## config.mk

```make
export PLATFORM = sky130hd
export DESIGN_NAME = riscv_imem_if
export DESIGN_NICKNAME = d
export VERILOG_FILES = /design/src/rtl/riscv_imem_if.sv
export SDC_FILE = /design/constraint.sdc
export NUM_CORES = 1
export LEC_CHECK = 0
export ABC_AREA = 1
export CORE_ASPECT_RATIO = 1.1
export CORE_UTILIZATION = 50
export DETAILED_ROUTE_END_ITERATION = 8
export MAX_ROUTING_LAYER = met4
export PLACE_DENSITY = 0.74
export SYNTH_ARGS = -nofsm -noshare
export SYNTH_HDL_FRONTEND = slang
export SYNTH_SLANG_ARGS = --single-unit
```

## constraint.sdc

```tcl
create_clock -name clk -period 9.5 [get_ports clk]
set_input_delay 2.375 -clock clk [delete_from_list [all_inputs] [get_ports clk]]
set_output_delay 2.375 -clock clk [all_outputs]
set_load 0.1 [all_outputs]
```

## src/rtl/riscv_imem_if.sv

```systemverilog
// riscv_imem_if: instruction-fetch front end with credit-limited pipelined bus and in-order prefetch FIFO
module riscv_imem_if #(
  parameter int XLEN        = 32,
  parameter int PARCEL_SIZE = 32,
  parameter int DEPTH       = 4,
  parameter int MAX_OUT     = 2
) (
  input  logic                   clk,
  input  logic                   rstn,
  input  logic [XLEN-1:0]        if_nxt_pc,
  output logic                   if_stall_nxt_pc,
  input  logic                   if_stall,
  input  logic                   if_flush,
  output logic [PARCEL_SIZE-1:0] if_parcel,
  output logic [XLEN-1:0]        if_parcel_pc,
  output logic [1:0]             if_parcel_valid,
  output logic                   if_parcel_misaligned,
  output logic                   if_parcel_page_fault,
  output logic                   imem_req,
  output logic [XLEN-1:0]        imem_adr,
  input  logic                   imem_gnt,
  input  logic                   imem_ack,
  input  logic                   imem_err,
  input  logic [31:0]            imem_q
);
  localparam int AW = $clog2(DEPTH);
  localparam int CW = $clog2(DEPTH + 1);
  localparam int OW = $clog2(MAX_OUT + 1);
  localparam int TW = MAX_OUT > 1 ? $clog2(MAX_OUT) : 1;
  typedef struct packed {
    logic [XLEN-1:0]        pc;
    logic [PARCEL_SIZE-1:0] parcel;
    logic [1:0]             valid;
    logic                   mis;
    logic                   pf;
  } entry_t;
  entry_t          fifo [DEPTH];
  entry_t          head, resp, push_entry;
  logic [AW-1:0]   rp, wp;
  logic [CW-1:0]   count;
  logic [XLEN-1:0] tags [MAX_OUT];
  logic [XLEN-1:0] tpc, mis_pc;
  logic [TW-1:0]   tr, tw;
  logic [OW-1:0]   outstanding, discard;
  logic [CW:0]     used;
  logic            run, mis_pend, can_issue, misalign_push, issue, keep, push, pop, head_valid;
  function automatic logic [TW-1:0] tinc(input logic [TW-1:0] p);
    return p == TW'(MAX_OUT - 1) ? '0 : p + 1'b1;
  endfunction
  // credit accounting, bus request, response formatting and head presentation
  always_comb begin
    used = (CW+1)'(count) + (CW+1)'(outstanding) + (CW+1)'(mis_pend);
    can_issue = run & !if_flush & (outstanding < OW'(MAX_OUT)) & (used < (CW+1)'(DEPTH));
    imem_req = can_issue & !if_nxt_pc[0];
    imem_adr = imem_req ? {if_nxt_pc[XLEN-1:2], 2'b00} : '0;
    misalign_push = can_issue & if_nxt_pc[0] & (outstanding == '0);
    issue = imem_req & imem_gnt;
    if_stall_nxt_pc = !(issue | misalign_push);
    keep = imem_ack & (discard == '0) & !if_flush;
    tpc = tags[tr];
    resp = '{pc: tpc,
             parcel: imem_err ? {PARCEL_SIZE{1'b0}} : tpc[1] ? {16'h0, imem_q[31:16]} : imem_q,
             valid: tpc[1] ? 2'b01 : 2'b11, mis: 1'b0, pf: imem_err};
    push_entry = mis_pend ? '{pc: mis_pc, parcel: {PARCEL_SIZE{1'b0}}, valid: 2'b01, mis: 1'b1, pf: 1'b0} : resp;
    push = keep | (mis_pend & !if_flush);
    head = fifo[rp];
    head_valid = (count != '0) & !if_flush;
    pop = head_valid & !if_stall;
    if_parcel = head_valid ? head.parcel : '0;
    if_parcel_pc = head_valid ? head.pc : '0;
    if_parcel_valid = head_valid ? head.valid : 2'b00;
    if_parcel_misaligned = head_valid & head.mis;
    if_parcel_page_fault = head_valid & head.pf;
  end
  // FIFO pointers and occupancy; flush empties the buffer outright
  always_ff @(posedge clk or negedge rstn) begin
    if (!rstn) begin
      rp <= '0;
      wp <= '0;
      count <= '0;
    end else if (if_flush) begin
      rp <= '0;
      wp <= '0;
      count <= '0;
    end else begin
      if (push) wp <= wp + 1'b1;
      if (pop) rp <= rp + 1'b1;
      count <= count + CW'(push) - CW'(pop);
    end
  end
  // FIFO storage; contents are masked at the output while empty
  always_ff @(posedge clk) begin
    if (push) fifo[wp] <= push_entry;
  end
  // tag queue pointers: one tag per live (non-discarded) request
  always_ff @(posedge clk or negedge rstn) begin
    if (!rstn) begin
      tr <= '0;
      tw <= '0;
    end else if (if_flush) begin
      tr <= '0;
      tw <= '0;
    end else begin
      if (issue) tw <= tinc(tw);
      if (keep) tr <= tinc(tr);
    end
  end
  // tag storage holding the full fetch PC of each issued request
  always_ff @(posedge clk) begin
    if (issue) tags[tw] <= if_nxt_pc;
  end
  // in-flight and to-be-dropped response counters, start-up gate and misaligned hand-off
  always_ff @(posedge clk or negedge rstn) begin
    if (!rstn) begin
      outstanding <= '0;
      discard <= '0;
      run <= 1'b0;
      mis_pend <= 1'b0;
      mis_pc <= '0;
    end else begin
      outstanding <= outstanding + OW'(issue) - OW'(imem_ack);
      discard <= if_flush ? outstanding - OW'(imem_ack) : discard - OW'(imem_ack & (discard != '0));
      run <= 1'b1;
      mis_pend <= misalign_push;
      mis_pc <= if_nxt_pc;
    end
  end
  // the credit rule must keep the bus within its outstanding limit
  always_ff @(posedge clk) begin
    if (rstn) assert (outstanding <= OW'(MAX_OUT));
  end
endmodule
```

==> summary.md <==
| Metric | Value |
|---|---|
| Min Hold Slack | `about 560 ps` |
| Setup CP Type | `input port to output port` |
| First drt pass iteration count | `5` |
| Die footprint | `31300 µm²` |
| Crit-path cells | `clkdlybuf4s50_1, or2_1, nor2_2, nand3_2, nor2_1, clkdlybuf4s50_1` |
| Max-cap violations | `0` |
| Starting Density | `0.513` |
| Initial antenna violation count | `0` |
| Hold buffers post-CTS | `0` |
| Crit end category | `output port` |
| Num ports | `173` |
| Area contributors post-synth | `edfxtp_1 (65%), nor2_1 (9.6%), dfrtp_1 (7.7%)` |
| Via count | `9860` |
| Mapped cell area | `approximately 15000 µm²` |
| Reg clk slew, reported paths | `roughly 60 ps` |
| Peak supply drop | `roughly 160 µV` |
| Clock period minus worst slack | `just under 8000 ps` |
| Sequential fraction of the synthesis area | `0.729` |
| Final Hold Vio Count | `0` |
| CTS tree | `built` |
| R2R Path End | `fifo[1][19]` |
| Flops & latches, synth | `roughly 380` |
| Post-synth EDFFs | `~330` |
| Average wire per standard cell | `roughly 18 µm` |
| Fmax | `about 130 MHz` |
| RSZ-0062 raised after global routing | `false` |
| Post-CTS sizing | `0` |
| Min-delay worst type | `flip-flop to flip-flop` |
| Core area | `roughly 30000 µm²` |
| DRC viols | `0` |
| Largest net degree at the start of global routing | `81` |
| Worst path depth | `6` |
| Gpl congestion | `between 0.8 and 0.9` |
| Final setup fails | `0` |
| Remaining global-route overflow | `0` |
| DRT antenna net count | `0` |
| Port bufs | `170` |
| Setup Skew | `roughly 15 ps` |
| Final Cycle Share | `0.827` |
| Crit path top cell by count | `clkdlybuf4s50_1` |
| Total CTS buffers | `37` |
| Critical path's slowest cell | `clkdlybuf4s50_1` |
| Post CTS Setup Buffer Count | `0` |
| Post-placement cell area | `~17000 µm²` |
| Share of the synthesized area in the top cell type | `0.652` |
| Clock buffer depth | `3` |
| Top cells by count, synth | `nor2_1 (390), edfxtp_1 (332), a21oi_1 (134)` |
| Ys Warns | `0` |
| Final wirelength | `roughly 33 mm` |
| Number of global-route vias before repair | `approximately 9400` |
| Initial DRC Count | `approximately 930` |
| Worst-path fanout max | `31` |
| Cells on worst reg2reg path | `6` |
| GR Util All Layers | `0.220` |
| Cell variety after synth | `30` |
| Critical Path AT | `5480 ps` |
| Root Driver | `clkbuf_16` |
| Post-route design area | `between 15000 and 20000 µm²` |
| Post-synthesis cell count | `~1300` |
| Post-synth ARST share | `0.124` |
| Setup TNS | `0 ps` |
| Leakage power | `~0.0066 µW` |
| WP buf/inv | `2` |
| Setup WS pre-CTS | `approximately 1600 ps` |
| Max Slew Vio Count | `0` |
| H-tree depth | `2` |
| Synth area leader | `edfxtp_1` |
| Critical path's largest stage delay | `about 1200 ps` |
| DPL Wire Length | `between 15 and 20 mm` |
| CP Launch Point | `if_flush` |
| Pwr/cell area | `between 200 and 300 nW/µm²` |
| R2r setup slk | `just over 6000 ps` |
| Fin nets | `approximately 1500` |
| CTS Sinks | `around 380` |
| Slew headroom | `0.244` |
| Skew-Pair Late Insertion Delay | `between 500 and 600 ps` |
| Die height | `about 190 µm` |
| Hold path endpoint | `outstanding[0]` |
| Ant. Diodes | `0` |
| Die X | `169 µm` |
| Syn avg cell area | `roughly 12 µm²` |
| Setup crit start kind | `input port` |
| Family with the most delay on the worst path | `buffers and inverters` |
| Slew @ Worst Pin | `1130 ps` |
| Most frequent cell after synthesis | `nor2_1` |
| WP data required | `about 7100 ps` |
| Most frequently used flop master after synthesis | `edfxtp_1` |
| Final worst slack | `between 1500 and 2000 ps` |
| Layout cell share with drive strength beyond 1 | `0.0599` |
| Vias per cell | `5.25` |
| First-pass GRT wire length | `between 50 and 60 mm` |
| Status | `completed` |
| Hold path depth | `1` |
| Worst flop-to-flop path startpoint | `mis_pend` |
| HP Start | `outstanding[0]` |
| FP Rows | `between 60 and 70` |
| Area grow syn2layout | `20.2%` |
flip-flops by register name, summed over array words and instances (netlist names):
signal / cells
outstanding: 2
count: 3
discard: 2
rp: 2
wp: 2
tr: 1
mis_pc: 32
run: 1
mis_pend: 1
tw: 1
tags: 64
fifo: 268
power breakdown:
part	internal, µW	total [µW]	switching (µW)
Combinational	365	1660	1300
Sequential	1960	2020	64.6
Clock	797	1370	577
Total	3120	5060	1940
worst max path at each step:
stage	to	slack [ps]
2_1_floorplan	if_parcel_pc[11]	2650
3_3_place_gp	imem_adr[5]	1720
6_report	imem_adr[7]	1640
4_1_cts	imem_adr[7]	1600
5_1_grt	imem_adr[22]	1450
3_5_place_dp	imem_adr[10]	1630
cells by family (layout without fill, tap and decap cells):
kind of cell	count (synthesis)	after routing	share of synthesized area
compound gates	292	292	0.0961
xor+xnor	6	6	0.00344
fa+ha+maj	13	13	0.0111
buf+inv	140	312	0.0434
flops	379	379	0.729
mux	1	1	0.000655
other cells	2	3	0.000491
simple gates	464	464	0.116
final cells by class:
type / instances / area, µm²
sequential: 379 / 11200
fill: 2270 / 11400
timing repair buffer: 185 / 1810
tap: 408 / 510
clock inverter: 13 / 66.3
inverter: 61 / 230
multi-input combinational: 779 / 3530
clock buffer: 53 / 1090
layout by cell type (no fill, tap or decap), types with 2 or more instances in the layout:
| master | synthesis | layout |
|---|---|---|
| clkbuf_1 | 29 | 8 |
| nor2_1 | 390 | 384 |
| nand2_1 | 64 | 64 |
| o21ai_1 | 50 | 50 |
| clkdlybuf4s50_1 | 0 | 169 |
| inv_2 | 5 | 4 |
| clkinv_2 | 0 | 8 |
| clkbuf_8 | 0 | 6 |
| nand3_1 | 5 | 5 |
| ha_1 | 12 | 12 |
| inv_1 | 56 | 56 |
| a21oi_1 | 134 | 134 |
| xor2_1 | 4 | 4 |
| buf_4 | 9 | 15 |
| edfxtp_1 | 332 | 332 |
| nor2_4 | 0 | 6 |
| xnor2_1 | 2 | 2 |
| o21ai_0 | 105 | 105 |
| clkinv_1 | 0 | 4 |
| conb_1 | 2 | 3 |
| dfrtp_1 | 47 | 45 |
| clkbuf_16 | 0 | 39 |
per-layer routing:
metal	global-route usage	vias up	part of all wire
met1	0.282	4690	0.42
met3	0.0312	50	0.069
li1	-	4729	-
met5	-	-	0
met2	0.366	391	0.50
met4	0.0658	0	0.020
stage by stage:
step | power (µW) | utilization | std cells
final | 5060 | 0.617 | 1878
after global routing | 5270 | 0.617 | 1878
after CTS | 5100 | 0.617 | 1878
after detailed placement | 3720 | 0.578 | 1812
after global placement | 3700 | 0.578 | 1812
after floorplan | 3320 | - | 1298
No activity file was read; power rests on OpenSTA's default activity.
